--- src/rtl/serial_addsub_chunked.sv ---
// serial_addsub_chunked
// Wide add/subtract built around a single CHUNK-bit adder slice. Operands are
// captured on an accepted start and consumed CHUNK bits per clock, least
// significant chunk first, with the slice carry held in a register between
// chunks. The final chunk may be narrower than CHUNK; its unused upper slice
// bits see only shifted-in zeros and are never written to the result.
//
// state | meaning
// IDLE  | waiting for start; result and flags hold their last values
// RUN   | one chunk added per clock, cnt selects the result chunk
// DONE  | done pulse for one cycle; a start here is accepted as in IDLE

module serial_addsub_chunked #(
  parameter int unsigned WIDTH = 381,
  parameter int unsigned CHUNK = 32
) (
  input  logic             clk,
  input  logic             reset,
  input  logic             start,
  input  logic             sub,
  input  logic [WIDTH-1:0] A,
  input  logic [WIDTH-1:0] B,
  output logic [WIDTH-1:0] S,
  output logic             carry,
  output logic             overflow,
  output logic             busy,
  output logic             done
);

  localparam int unsigned NCHUNK = (WIDTH + CHUNK - 1) / CHUNK;
  // Bits actually used in the final chunk (1..CHUNK).
  localparam int unsigned LAST   = WIDTH - (NCHUNK - 1) * CHUNK;
  localparam int unsigned CW     = (NCHUNK > 1) ? $clog2(NCHUNK) : 1;

  // Low CHUNK bits set; also correct when CHUNK == WIDTH (shift clears all).
  localparam logic [WIDTH-1:0] CMASK = ~({WIDTH{1'b1}} << CHUNK);

  typedef enum logic [1:0] {
    IDLE = 2'd0,
    RUN  = 2'd1,
    DONE = 2'd2
  } state_t;

  state_t           state_q;
  logic [WIDTH-1:0] qa_q;
  logic [WIDTH-1:0] qb_q;
  logic             cy_q;
  logic [CW-1:0]    cnt_q;
  logic             a_msb_q;
  logic             b_msb_q;
  logic [WIDTH-1:0] s_q;
  logic             carry_q;
  logic             ovf_q;
  logic             busy_q;
  logic             done_q;

  logic [CHUNK:0]   sum_full;
  logic [WIDTH-1:0] sum_ext;
  logic [WIDTH-1:0] wmask;
  logic [31:0]      shamt;
  logic [WIDTH-1:0] s_d;
  logic             last_chunk;

  // Adder slice: low chunk of each operand plus the registered chunk carry.
  always_comb begin
    sum_full = {1'b0, qa_q[CHUNK-1:0]} + {1'b0, qb_q[CHUNK-1:0]}
               + {{CHUNK{1'b0}}, cy_q};
  end

  // Merge the slice sum into the result at the current chunk position; the
  // WIDTH-bit shift drops any slice bits beyond the top of a partial chunk.
  always_comb begin
    shamt      = 32'(cnt_q) * CHUNK;
    sum_ext    = WIDTH'(sum_full[CHUNK-1:0]);
    wmask      = CMASK << shamt;
    s_d        = (s_q & ~wmask) | ((sum_ext << shamt) & wmask);
    last_chunk = (cnt_q == CW'(NCHUNK - 1));
  end

  // Control FSM with operand shifters and registered result/flags.
  always_ff @(posedge clk or negedge reset) begin
    if (!reset) begin
      state_q <= IDLE;
      qa_q    <= '0;
      qb_q    <= '0;
      cy_q    <= 1'b0;
      cnt_q   <= '0;
      a_msb_q <= 1'b0;
      b_msb_q <= 1'b0;
      s_q     <= '0;
      carry_q <= 1'b0;
      ovf_q   <= 1'b0;
      busy_q  <= 1'b0;
      done_q  <= 1'b0;
    end else begin
      case (state_q)
        IDLE, DONE: begin
          done_q <= 1'b0;
          if (start) begin
            // Subtract as A + ~B + 1: the +1 enters through the chunk carry.
            qa_q    <= A;
            qb_q    <= sub ? ~B : B;
            cy_q    <= sub;
            cnt_q   <= '0;
            a_msb_q <= A[WIDTH-1];
            b_msb_q <= sub ? ~B[WIDTH-1] : B[WIDTH-1];
            busy_q  <= 1'b1;
            state_q <= RUN;
          end else begin
            busy_q  <= 1'b0;
            state_q <= IDLE;
          end
        end

        RUN: begin
          qa_q  <= qa_q >> CHUNK;
          qb_q  <= qb_q >> CHUNK;
          cy_q  <= sum_full[CHUNK];
          s_q   <= s_d;
          cnt_q <= cnt_q + CW'(1);
          if (last_chunk) begin
            // In the final chunk everything above bit LAST-1 is zero, so
            // slice bit LAST is exactly the carry out of the result's MSB.
            carry_q <= sum_full[LAST];
            ovf_q   <= (a_msb_q == b_msb_q) && (s_d[WIDTH-1] != a_msb_q);
            busy_q  <= 1'b0;
            done_q  <= 1'b1;
            state_q <= DONE;
          end
        end

        default: begin
          busy_q  <= 1'b0;
          done_q  <= 1'b0;
          state_q <= IDLE;
        end
      endcase
    end
  end

  assign S        = s_q;
  assign carry    = carry_q;
  assign overflow = ovf_q;
  assign busy     = busy_q;
  assign done     = done_q;

endmodule

--- config.mk ---
export PLATFORM = sky130hd
export DESIGN_NAME = serial_addsub_chunked
export DESIGN_NICKNAME = d
export VERILOG_FILES = /design/src/rtl/serial_addsub_chunked.sv
export SDC_FILE = /design/constraint.sdc
export NUM_CORES = 2
export LEC_CHECK = 0
export CAP_MARGIN = 20
export CORE_AREA = 2 2 442 444
export DETAILED_ROUTE_END_ITERATION = 10
export DIE_AREA = 0 0 444 446
export SLEW_MARGIN = 0
export SYNTH_ARGS = -nofsm -noshare
export SYNTH_HDL_FRONTEND = slang
export SYNTH_SLANG_ARGS = --single-unit
--- constraint.sdc ---
create_clock -name clk -period 7.4 [get_ports clk]
set_input_delay 1.48 -clock clk [delete_from_list [all_inputs] [get_ports clk]]
set_output_delay 1.48 -clock clk [all_outputs]
set_load 0.03 [all_outputs]
After elaboration in Yosys (flattened, before gate mapping)

Index checks and enable logic that the tools add are counted.

Register bits: 1156
Input port bits: 766

Add/sub/neg operators: 3
Bitwise operators: 6
Reductions and logical operators: 7
Equal/unequal tests: 7
Muxes and demuxes: 18
Shift operators: 2

Operators with widths:

| kind                                                                 | number |
|---|---|
| 381-bit case mux with 2 select lines                                 | 2 |
| 381-bit 2-to-1 mux                                                   | 3 |
| 381-bit AND                                                          | 2 |
| 381-bit inverter                                                     | 2 |
| 381-bit OR                                                           | 1 |
| 32-bit by 9-bit << shifter with 381-bit output                       | 1 |
| 32-bit by 9-bit << shifter with 381-bit output, first input constant | 1 |
| 32-bit by 32-bit adder with 33-bit output                            | 1 |
| 33-bit by 1-bit adder with 33-bit output                             | 1 |
| 4-bit case mux with 2 select lines                                   | 1 |
| 1-bit 2-to-1 mux                                                     | 7 |
| 2-bit AND reduction                                                  | 3 |
| 4-bit by 1-bit adder with 4-bit output, second input constant        | 1 |
| 4-bit == test, second input constant                                 | 1 |
| 4-bit 2-to-1 mux                                                     | 1 |
| 2-bit inequality test, second input constant                         | 2 |
| 1-bit case mux with 2 select lines                                   | 2 |
| 2-bit case mux with 2 select lines                                   | 1 |
| 2-bit by 1-bit == test with 1-bit output, second input constant      | 1 |
| 2-bit == test, second input constant                                 | 1 |
| 2-bit zero test                                                      | 1 |
| 2-bit 2-to-1 mux                                                     | 1 |
| 2-bit nonzero test                                                   | 1 |
| 2-bit OR reduction                                                   | 1 |
| 4 further kinds                                                      | 4 |

Longest topological paths before layout

Depth in word-level cells: 7
Gate-level depth with buffers: 13

Worst setup path after synthesis

OpenSTA, ideal clock, no wires.

Path kind: input port to flip-flop
From: input port start
To: register cnt_q[3]
Arrival: 2.823 ns
Slack: 4.481 ns
Path buffers: 4
Stages: 7
Cell sequence: nand2b_1 -> clkbuf_1 -> clkbuf_1 -> clkbuf_1 -> buf_1 -> o211ai_1 -> o31ai_1

Longest elaborated chain between the ends: 2

RTL lines:

| what                                   | line | source |
|---|---|---|
| start: declaration                     | 19   | `input logic start,` |
| 2-bit inequality test (no source line) | n/a  |  |
| 2-bit AND reduction (no source line)   | n/a  |  |
| end signal: assignment                 | 120  | `cnt_q <= cnt_q + CW'(1);` |
| end: declaration                       | 48   | `logic [CW-1:0] cnt_q;` |

No other way between the ends.
A chain may end at the register's enable or synchronous reset.

==> flow_metrics.tcl <==
set metrics [dict create \
    ys_warn_count 0 \
    ys_ff_latch 1155 \
    grtUsageMet3 0.0453 \
    finish.utilization 0.366 \
    yosys.cell_types.count 57 \
    peakVddDrop_mv 0.434 \
    finalHoldViolCount 0 \
    drt_iter0_drc 4497 \
    post-cts-setup-buffers 0 \
    synth.yosys.seq_area_share 0.555 \
    maxCapViolCount 0 \
    synth_cells 5577 \
    grtUsageMet1 0.254 \
    grt_use_met2 0.368 \
    worst_pin_slew_ns 1.26 \
    cts-resized-gates 0 \
    grt_pass1_vias 43800 \
    drive_gt1_frac 0.0512 \
    cts_made_buffers 137 \
    drt_wl_total_um 220000 \
    syn_area_um2 52100 \
    start_util 0.269 \
    place_hpwl_um 160000 \
    rsz0062_at_grt "no" \
    die_y_um 446 \
    final.min_clock_period_ns 4.12 \
    boundaryPins 1151 \
    busiest_layer "met2" \
    root_buffer "clkbuf_16" \
    clk_latency_ns 0.80 \
    syn-num-nets 6382 \
    setup_tns_ns 0 \
    clockBufferDepth 3 \
    setup_viol 0 \
    critPathCaptureType "register" \
    area_growth_syn_to_layout_pct 36.0 \
    num_rows 162 \
    startpoint_type "register" \
    required_ns 8.11 \
    timing.final.crit_share 0.556 \
    path_class "register to register" \
    grt_usage 0.215 \
    async_flop_share 1.00 \
    hold_buffers 0 \
    slew_viol_final 0 \
    core_um2 194000 \
    die-area_um2 198000 \
    min_path_type "register to register" \
    clock_sinks 1155 \
    grt_overflow 0 \
    power_density_nw_per_um2 481 \
    leakage_uw 0.0295 \
    antenna_left 0 \
    nNetsFinal 7303 \
    synth_edf_count 0 \
    fmax_mhz 243 \
    drc 0 \
    avgViaCountPerCell 4.97 \
    finClkSkew_ns 0.0464 \
    dpl_worst_slack_ns 3.20 \
    clkTransAtPathRegs_ns 0.06 \
    place.gp.congestion 0.901 \
    detailroute.via_count 45700 \
    fin_ws_ns 3.28 \
    relSlewSlack 0.163 \
    cts_tree "yes" \
    synth_ff_type "dfrtp_1" \
    worstPathArrival_ns 4.83 \
    grt_max_degree 233 \
    path_max_fanout 10 \
    firstDrtPassIters 6 \
    cts_htree_levels 4 \
    post_drt_wl_per_cell_um 23.9 \
    avgSynthCellArea_um2 9.34 \
    port-buffer-count 1150 \
    grt_pass1_wl_um 312000 \
    status "complete, no violations" \
    die_x_um 444 \
    antenna_found_initial 72 \
]
-- placed cells by master (no fill, tap or decap), types with 12 or more instances in the layout --
| cell type | Yosys | layout |
|---|---|---|
| clkbuf_8 | 5 | 27 |
| a221o_1 | 178 | 178 |
| a21o_1 | 13 | 13 |
| a31oi_1 | 425 | 425 |
| diode_2 | 0 | 49 |
| xor2_1 | 97 | 91 |
| ha_1 | 37 | 37 |
| dfrtp_1 | 1155 | 1155 |
| buf_12 | 0 | 22 |
| buf_4 | 0 | 60 |
| a21oi_1 | 127 | 127 |
| clkbuf_16 | 0 | 139 |
| nor2_1 | 714 | 712 |
| xnor2_2 | 0 | 13 |
| a22o_1 | 102 | 102 |
| clkbuf_1 | 394 | 34 |
| nand2b_1 | 41 | 39 |
| a22oi_1 | 14 | 14 |
| o21ai_0 | 340 | 340 |
| clkdlybuf4s50_1 | 0 | 1148 |
| xnor2_1 | 311 | 298 |
| clkinv_2 | 0 | 12 |
| nand2_1 | 1386 | 1385 |
| o31ai_1 | 88 | 88 |
-- path summary, 6_finish.rpt --
kind | start | slack, ns | end | cells after the start
max in group asynchronous | reset | 5.04 | qa_q[265] | 3
setup / recovery | qa_q[0] | 3.28 | register | 10
setup reg to reg | qa_q[0] | 3.28 | register | 10
min in group asynchronous | reset | 0.74 | async pin | 1
hold reg to reg | register | 0.47 | register | 2
hold / removal | register | 0.47 | register | 2
-- area by class of cell --
cell class / instances / area [um2]
antenna: 49 / 123
clock inverter: 39 / 578
timing repair buffer: 1231 / 12400
tap: 2542 / 3180
sequential: 1155 / 28900
multi-input combinational: 3965 / 21700
clock buffer: 200 / 3980
fill: 19600 / 123000
inverter: 8 / 30.0
-- per-stage QoR --
stage / instance area [um2] / cells / power, uW / hold WS [ns]
4_1_cts: 70700 / 9140 / 34400 / 0.471
3_5_place_dp: 66200 / 8901 / 27500 / 0.466
2_1_floorplan: 52100 / 5577 / 19200 / 0.446
3_3_place_gp: 66200 / 8901 / 27200 / 0.458
6_report: 70800 / 9189 / 34100 / 0.474
5_1_grt: 70800 / 9186 / 35900 / 0.499
-- cells by family after synthesis --
logic type,synth area share
fa+ha+maj,0.00965
flops,0.555
compound gates,0.169
mux,0.000192
xor+xnor,0.0686
buf+inv,0.0351
simple gates,0.162
-- cell usage after synthesis (all sizes together) (2+ instances only) --
cell	number	share of area
nand4	9	0.0011
nand3	21	0.0020
buf	49	0.0047
or2	3	0.00036
a22o	102	0.017
xor2	97	0.016
o31a	2	0.00036
dfrtp	1155	0.55
o31ai	88	0.013
o21bai	7	0.0011
nor2	714	0.051
nand2b	41	0.0049
a22oi	14	0.0020
nor3	5	0.00048
xnor2	311	0.052
inv	8	0.00058
a221o	178	0.034
o211ai	6	0.00086
clkbuf	400	0.030
nor2b	10	0.0012
a21o	13	0.0019
a31oi	426	0.051
nand2	1386	0.10
a21oi	128	0.012
o21ai	342	0.033
ha	37	0.0089
fa	2	0.00077
o21a	5	0.00072
and3	2	0.00026
-- critical path, cell delays in order, from the launching register on --
cell	delay (ns)
dfrtp_1	0.48
fa_1	0.50
a21oi_1	0.21
nor2_1	0.10
nor3b_1	0.54
o21ai_2	0.18
a41oi_1	0.45
o21ai_0	0.31
xor2_4	0.75
nand2_1	0.27
o21ai_0	0.23
-- power by group --
part / switching, uW / leakage [uW] / total, uW / internal [uW]
Clock: 2910 / 0.00222 / 6860 / 3950
Sequential: 2120 / 0.0145 / 11200 / 9070
Combinational: 10600 / 0.0129 / 16000 / 5390
-- per-layer routing --
layer	vias to the layer above	wire [um]
li1	20900	-
met1	22600	84500
met2	1739	111000
met3	388	13600
met4	28	10300
met5	-	180
(Power assumes the default switching activity.)
